===== src/rtl/sc_statemachine_game.sv =====
// General game controller for the Frogger datapath: lives/level bookkeeping,
// start-button edge detection, timed respawn and WIN/LOSE terminal states.
module sc_statemachine_game #(
  parameter int LIVES_INIT     = 3,
  parameter int LIVES_WIDTH    = 3,
  parameter int NUM_LEVELS     = 5,
  parameter int LEVEL_WIDTH    = 3,
  parameter int RESPAWN_CYCLES = 4,
  parameter int RESPAWN_WIDTH  = 3
) (
  input  logic                   SC_STATEMACHINEGAME_CLOCK_50,
  input  logic                   SC_STATEMACHINEGAME_RESET_InLow,
  input  logic                   SC_STATEMACHINEGAME_startButton_InLow,
  input  logic                   SC_STATEMACHINEGAME_Hit_InLow,
  input  logic                   SC_STATEMACHINEGAME_ReachTop_InLow,
  output logic [LIVES_WIDTH-1:0] SC_STATEMACHINEGAME_Lives_Out,
  output logic [LEVEL_WIDTH-1:0] SC_STATEMACHINEGAME_Level_Out,
  output logic                   SC_STATEMACHINEGAME_Load_OutLow,
  output logic                   SC_STATEMACHINEGAME_Playing_Out,
  output logic                   SC_STATEMACHINEGAME_Win_Out,
  output logic                   SC_STATEMACHINEGAME_Lose_Out,
  output logic [2:0]             SC_STATEMACHINEGAME_State_Out
);

  typedef enum logic [2:0] {
    S_IDLE     = 3'd0,
    S_LOAD     = 3'd1,
    S_PLAY     = 3'd2,
    S_DEATH    = 3'd3,
    S_RESPAWN  = 3'd4,
    S_LEVEL_UP = 3'd5,
    S_WIN      = 3'd6,
    S_LOSE     = 3'd7
  } state_t;

  localparam logic [LIVES_WIDTH-1:0]   LIVES_LOAD = LIVES_WIDTH'(LIVES_INIT);
  localparam logic [LIVES_WIDTH-1:0]   LIVES_ONE  = LIVES_WIDTH'(1);
  localparam logic [LEVEL_WIDTH-1:0]   LEVEL_LAST = LEVEL_WIDTH'(NUM_LEVELS - 1);
  localparam logic [RESPAWN_WIDTH-1:0] RESP_LAST  = RESPAWN_WIDTH'(RESPAWN_CYCLES - 1);

  state_t                   state;
  logic [LIVES_WIDTH-1:0]   lives;
  logic [LEVEL_WIDTH-1:0]   level;
  logic [RESPAWN_WIDTH-1:0] resp_cnt;
  logic                     start_prev;
  logic                     press;
  logic                     hit;
  logic                     reach;

  // A press is the high-to-low transition of the button, so holding it counts once.
  assign press = start_prev & ~SC_STATEMACHINEGAME_startButton_InLow;
  assign hit   = ~SC_STATEMACHINEGAME_Hit_InLow;
  assign reach = ~SC_STATEMACHINEGAME_ReachTop_InLow;

  always_ff @(posedge SC_STATEMACHINEGAME_CLOCK_50 or negedge SC_STATEMACHINEGAME_RESET_InLow) begin
    if (!SC_STATEMACHINEGAME_RESET_InLow) begin
      state      <= S_IDLE;
      lives      <= LIVES_LOAD;
      level      <= '0;
      resp_cnt   <= '0;
      start_prev <= 1'b1;
    end else begin
      start_prev <= SC_STATEMACHINEGAME_startButton_InLow;
      case (state)
        S_IDLE, S_WIN, S_LOSE: begin
          if (press) begin
            lives <= LIVES_LOAD;
            level <= '0;
            state <= S_LOAD;
          end
        end
        S_LOAD: state <= S_PLAY;
        S_PLAY: begin
          if (hit) begin
            state <= S_DEATH;
          end else if (reach) begin
            state <= S_LEVEL_UP;
          end
        end
        S_DEATH: begin
          // Saturate at zero; the last life (or none) ends the game.
          if (lives != '0) begin
            lives <= lives - LIVES_ONE;
          end
          if (lives <= LIVES_ONE) begin
            state <= S_LOSE;
          end else begin
            resp_cnt <= '0;
            state    <= S_RESPAWN;
          end
        end
        S_RESPAWN: begin
          resp_cnt <= resp_cnt + 1'b1;
          if (resp_cnt == RESP_LAST) begin
            state <= S_LOAD;
          end
        end
        S_LEVEL_UP: begin
          if (level == LEVEL_LAST) begin
            state <= S_WIN;
          end else begin
            level <= level + 1'b1;
            state <= S_LOAD;
          end
        end
        default: state <= S_IDLE;
      endcase
    end
  end

  assign SC_STATEMACHINEGAME_Lives_Out    = lives;
  assign SC_STATEMACHINEGAME_Level_Out    = level;
  assign SC_STATEMACHINEGAME_Load_OutLow  = (state != S_LOAD);
  assign SC_STATEMACHINEGAME_Playing_Out  = (state == S_PLAY);
  assign SC_STATEMACHINEGAME_Win_Out      = (state == S_WIN);
  assign SC_STATEMACHINEGAME_Lose_Out     = (state == S_LOSE);
  assign SC_STATEMACHINEGAME_State_Out    = state;

endmodule


===== config.mk =====
export PLATFORM = sky130hd
export DESIGN_NAME = sc_statemachine_game
export DESIGN_NICKNAME = d
export VERILOG_FILES = /design/src/rtl/sc_statemachine_game.sv
export SDC_FILE = /design/constraint.sdc
export NUM_CORES = 1
export LEC_CHECK = 0
export ABC_AREA = 1
export CORE_MARGIN = 8
export CORE_UTILIZATION = 54
export CTS_BUF_LIST = sky130_fd_sc_hd__clkbuf_8 sky130_fd_sc_hd__clkbuf_16
export DETAILED_ROUTE_END_ITERATION = 8
export PLACE_DENSITY = 0.87
export SLEW_MARGIN = 20
export SYNTH_ARGS = -nofsm -noshare
export SYNTH_HDL_FRONTEND = slang
export SYNTH_SLANG_ARGS = --single-unit

===== constraint.sdc =====
create_clock -name SC_STATEMACHINEGAME_CLOCK_50 -period 2.95 [get_ports SC_STATEMACHINEGAME_CLOCK_50]
set_clock_uncertainty 0.05 [all_clocks]
set_input_delay 0.4425 -clock SC_STATEMACHINEGAME_CLOCK_50 [delete_from_list [all_inputs] [get_ports SC_STATEMACHINEGAME_CLOCK_50]]
set_output_delay 0.4425 -clock SC_STATEMACHINEGAME_CLOCK_50 [all_outputs]
set_load 0.01 [all_outputs]

## Yosys cells after proc, flatten, opt, wreduce, memory -nomap -nowiden

Index checks and enable logic that the tools add are counted.

- Div/mod/pow operators: 0
- Multiply operators: 0
- Mux-type cells: 15
- Equal/unequal tests: 16
- Add/sub/neg operators: 3
- Reduce and logical (&&, ||, !) cells: 10
- Order comparisons: 1
- Shift operators: 0
- Bitwise gates (word level): 2

Operator list:

| operator | count |
|---|---|
| two-way mux 3 bit | 10 |
| one-hot mux 3 bit (2 select lines) | 3 |
| one-hot mux 3 bit (6 select lines) | 1 |
| == test 3 bit (second input constant) | 5 |
| inequality test 2 bit (second input constant) | 5 |
| == test 3 x 2 -> 1 bit (second input constant) | 3 |
| AND reduction 3 bit | 3 |
| adder 3 x 1 -> 3 bit (second input constant) | 2 |
| nonzero test 2 bit | 3 |
| == test 3 x 1 -> 1 bit (second input constant) | 1 |
| less-or-equal comparator 3 x 1 -> 1 bit (second input constant) | 1 |
| logical NOT 3 bit | 1 |
| inequality test 3 x 1 -> 1 bit (second input constant) | 1 |
| inequality test 3 bit (second input constant) | 1 |
| nonzero test 3 bit | 1 |
| OR reduction 3 bit | 1 |
| subtractor 3 x 1 -> 3 bit (second input constant) | 1 |
| two-way mux 2 bit | 1 |
| AND reduction 2 bit | 1 |
| AND 1 bit | 1 |
| inverter 1 bit | 1 |

- RAM bits: 0
- Register bits after elaboration: 13
- Bits in read-only memories: 0
- Word-level logic and storage cells: 52
- Latch bits: 0
- Input bits: 5
- Memories: 0
- Output and inout bits: 13

## Depth between registers and ports, before layout

- Depth in word-level cells: 4
- Gate-level depth with buffers: 8
- Mapped depth without buffers: 8

## Worst setup path before layout

OpenSTA, ideal clock, no wires.

- Kind: register -> register
- Start: register lives[1] (netlist: SC_STATEMACHINEGAME_Lives_Out[1])
- End: register state[1] (netlist: SC_STATEMACHINEGAME_State_Out[1])
- Arrival: 1.210 ns
- Data required time: 2.781 ns
- Buffers on the path: 0
- Stages on the path, launching flop included: 8
- Slack: 1.571 ns
- Setup time: 0.119 ns
- Period minus slack after synthesis: 1.379 ns
- Path through: dfstp_2 inv_1 ha_1 o21bai_1 nand3_1 nand2_1 nor2_1 nand2_1

- Word-level cells in the longest chain between the ends: 3

Ends and longest elaborated chain:

| item | RTL line | source |
|---|---|---|
| start, declared | 42 | `logic [LIVES_WIDTH-1:0] lives;` |
| start signal, assigned | 83 | `lives <= lives - LIVES_ONE;` |
| less-or-equal comparator 3 x 1 -> 1 bit | 85 | `if (lives <= LIVES_ONE) begin` |
| two-way mux 2 bit | 85 |  |
| one-hot mux 3 bit (6 select lines) | 64 | `case (state)` |
| end signal, assigned | 69 | `state <= S_LOAD;` |
| end signal, assigned | 86 | `state <= S_LOSE;` |
| end signal, assigned | 89 | `state <= S_RESPAWN;` |
| end, declared | 41 | `state_t state;` |

Every way passes these cells.
A chain may end at the register's enable or synchronous reset.

## Final worst setup path

- Start: register state[0] (netlist: SC_STATEMACHINEGAME_State_Out[0])
- End: output SC_STATEMACHINEGAME_Lose_Out

- Word-level cells in the longest chain between the ends: 1

Ends and longest elaborated chain:

| item | RTL line | source |
|---|---|---|
| start signal, assigned | 57 | `state <= S_IDLE;` |
| start signal, assigned | 69 |  |
| start signal, assigned | 72 | `S_LOAD: state <= S_PLAY;` |
| == test 3 bit | 116 | `assign SC_STATEMACHINEGAME_Lose_Out = (state == S_LOSE);` |
| end, declared | 21 | `output logic SC_STATEMACHINEGAME_Lose_Out,` |

Every way passes these cells.

==> impl_metrics.toml <==
[run_status]
status = "complete, no violations"

[setup_path]
critical_path_class = "reg -> out"
start_kind = "register"
r2r_setup_slack_ns = 1.49
r2r_cells = 7
startpoint = "SC_STATEMACHINEGAME_State_Out[0]"
crit_path_max_fanout = 10
slowest_delay_ns = 0.56
crit_arrival_ns = 1.62
r2r-start = "SC_STATEMACHINEGAME_Lives_Out[1]"
crit_required_ns = 2.46
crit_family = "buffers and inverters"
end_kind = "primary output"
critical-path-slowest-cell = "clkdlybuf4s50_1"
cp_cell_sequence = "inv_1 > nor2_1 > clkdlybuf4s50_1"
critical_path_buf_inv_count = 2
worstReg2RegEnd = "resp_cnt[0]"

[sta]
min_period_ns = 2.116
maxSlewHeadroom_pct = 59.52
whs_ns = 0.4375
rsz0062_at_grt = "no"
fin_tns_setup_ns = 0
slew_violations = 0
fin_crit_sh_pct = 71.73
hold_viol = 0
max_freq_mhz = 472.6
finalSetupViolations = 0
tightest_slew_ns = 0.6054

[cts]
cts_buffer_depth = 2
cts_sinks = 13
post-cts-setup-buffer-count = 0
cts_max_level = 1
clock_latency_ns = 0.24
clock_tree.root_cell = "clkbuf_8"
holdBufCountCts = 0
tritoncts = "done"
cts.repair.resized = 0
clk_pin_slew_ns = 0.06
cts_buffers = 3

[placement]
numPortBuffers = 17
gp_congestion = 0.8065
place_area_um2 = 1102
dpl.hpwl_mm = 1.559

[routing]
wl_mm = 1.900
first_pass_iters = 4
drc = 0
drtIter0Drc = 23
ant_nets = 0
routedWlPerCell_um = 11.80
viasPerCell = 5.242
dr_total_vias = 844

[synthesis]
ys_seq_area_share_pct = 35.69
avgSynthCellArea_um2 = 7.437
synthesis.instances = 124
synth_warnings = 0
synth.distinct_cells = 21
synth_seq_cells = 13
syn_nets = 136
syn_area_um2 = 922.1

[final_layout]
nNetsFinal = 157
n_antenna_cell = 0
area_growth_pct = 24.42
final_layout_size_suffix_gt1_share_pct = 14.58
fin_area_um2 = 1147

[floorplan]
rows = 15
start_util_pct = 55.21
ios = 18
die_y_um = 57.33
coreArea_um2 = 1670
die_w_um = 57.33
die_area_um2 = 3286

[power_and_ir_drop]
power_frac_clock_pct = 13.5
p_seq_share_pct = 29.6
switchingPower_mw = 0.5302
peakVddDrop_mv = 0.6228
switching_share_pct = 45.80
p_int_mw = 0.6275
power_frac_comb_pct = 56.9
leakage_nw = 0.5975
powerDensity_nw_per_um2 = 1009

[grt]
grt.overflow.total = 0
grt_pass1_vias = 778
antenna_found_initial = 0
grt_pass1_wl_mm = 3.284
grt_start_max_net_pins = 14
grt_usage_pct = 12.28

[job]
drv_cap = 0

[hold_path]
min_from = "SC_STATEMACHINEGAME_Lives_Out[1]"
min_path_cells = 2
hold_end = "SC_STATEMACHINEGAME_Lives_Out[1]"
worstHoldPathType = "reg -> reg"
## cells in the final DEF, fill, tap and decap left out
| cell | n |
|---|---|
| nand2_1 | 37 |
| inv_1 | 18 |
| clkdlybuf4s50_1 | 17 |
| dfrtp_1 | 10 |
| nor2_1 | 10 |
| nand3_1 | 9 |
| nand4_1 | 7 |
| ha_1 | 7 |
| inv_2 | 4 |
| nand2_2 | 4 |
| nand3_2 | 4 |
| dfstp_2 | 3 |
| clkbuf_8 | 3 |
| o21ai_0 | 2 |
| a21oi_1 | 2 |
| nand2_4 | 1 |
| nand3_4 | 1 |
| o21bai_1 | 1 |
| o22ai_1 | 1 |
| and2_1 | 1 |
| a21oi_2 | 1 |
| o31ai_1 | 1 |
## per-layer routing
metal / up-vias / wire [µm] / track usage (%)
met5: - / 0 / 0
met4: 0 / 14 / 4.286
met3: 2 / 95 / 3.363
met2: 14 / 995 / 22.06
met1: 392 / 795 / 13.37
li1: 436 / - / -
## through the flow
step	power, mW	utilization (%)	setup WS (ns)	std cells
final	1.158	68.69	0.8339	161
after global routing	1.257	68.69	0.7434	161
after CTS	1.166	68.69	0.8414	161
after detailed placement	1.007	65.99	1.113	157
after global placement	0.9838	65.99	1.135	157
after floorplan	0.7849	-	1.571	124
## worst reg2reg max path, cell delays in order, from the launching register on
cell and delay [ns]:
dfstp_2 0.55, inv_1 0.07, ha_1 0.18, o21bai_1 0.17
nand2_1 0.07, nand2_1 0.09, nand3_1 0.08, o21ai_0 0.08
## power by group through the flow
stage	logic (mW)	clock network, mW	registers [mW]
after floorplan	0.444	0	0.341
after global placement	0.647	0	0.337
after detailed placement	0.662	0	0.345
after CTS	0.665	0.160	0.341
after global routing	0.737	0.164	0.356
final	0.658	0.157	0.343
## worst max path at each step
| stage | depth (start not counted) | end | slack, ns |
|---|---|---|---|
| floorplan | 7 | SC_STATEMACHINEGAME_State_Out[1] | 1.57 |
| global placement | 3 | SC_STATEMACHINEGAME_Lose_Out | 1.14 |
| detailed placement | 4 | SC_STATEMACHINEGAME_Playing_Out | 1.11 |
| CTS | 4 | SC_STATEMACHINEGAME_Playing_Out | 0.84 |
| global route | 4 | SC_STATEMACHINEGAME_Playing_Out | 0.74 |
| finish | 3 | SC_STATEMACHINEGAME_Lose_Out | 0.83 |
## sequential cells by signal, summed over array words and instances (netlist names)
signal and flops:
SC_STATEMACHINEGAME_Lives_Out 3, start_prev 1, SC_STATEMACHINEGAME_Level_Out 3, SC_STATEMACHINEGAME_State_Out 3
resp_cnt 3
## area by class of cell
cell class,count,area [µm²]
clock inverters,1,3.754
clock buffers,3,41.29
multi-input cells,89,503.0
well taps,17,21.27
repair buffers,17,170.2
inverters,21,78.83
flip-flops and latches,13,329.1
fillers,129,523.0
## kinds of logic after synthesis
family          Yosys count  share of synthesized area (%)
buf+inv                  22                          9.769
simple gates             74                          39.62
fa+ha+maj                 7                          9.498
compound gates            8                          5.429
flops                    13                          35.69
## cells in the mapped netlist
cell type  instances  share of area, %
nand2_1           37                15
inv_1             17               6.9
dfrtp_1           10                27
nor2_1            10               4.1
nand3_1            9               4.9
ha_1               7               9.5
nand4_1            7               4.7
inv_2              4               1.6
nand2_2            4               2.7
nand3_2            4               4.3
dfstp_2            3               8.5
a21oi_1            2               1.1
o21ai_0            2               1.1
a21oi_2            1              0.95
and2_1             1              0.68
buf_6              1               1.2
nand2_4            1               1.2
nand3_4            1               1.9
o21bai_1           1              0.81
o22ai_1            1              0.68
o31ai_1            1              0.81
No activity file was read; power rests on OpenSTA's default activity.
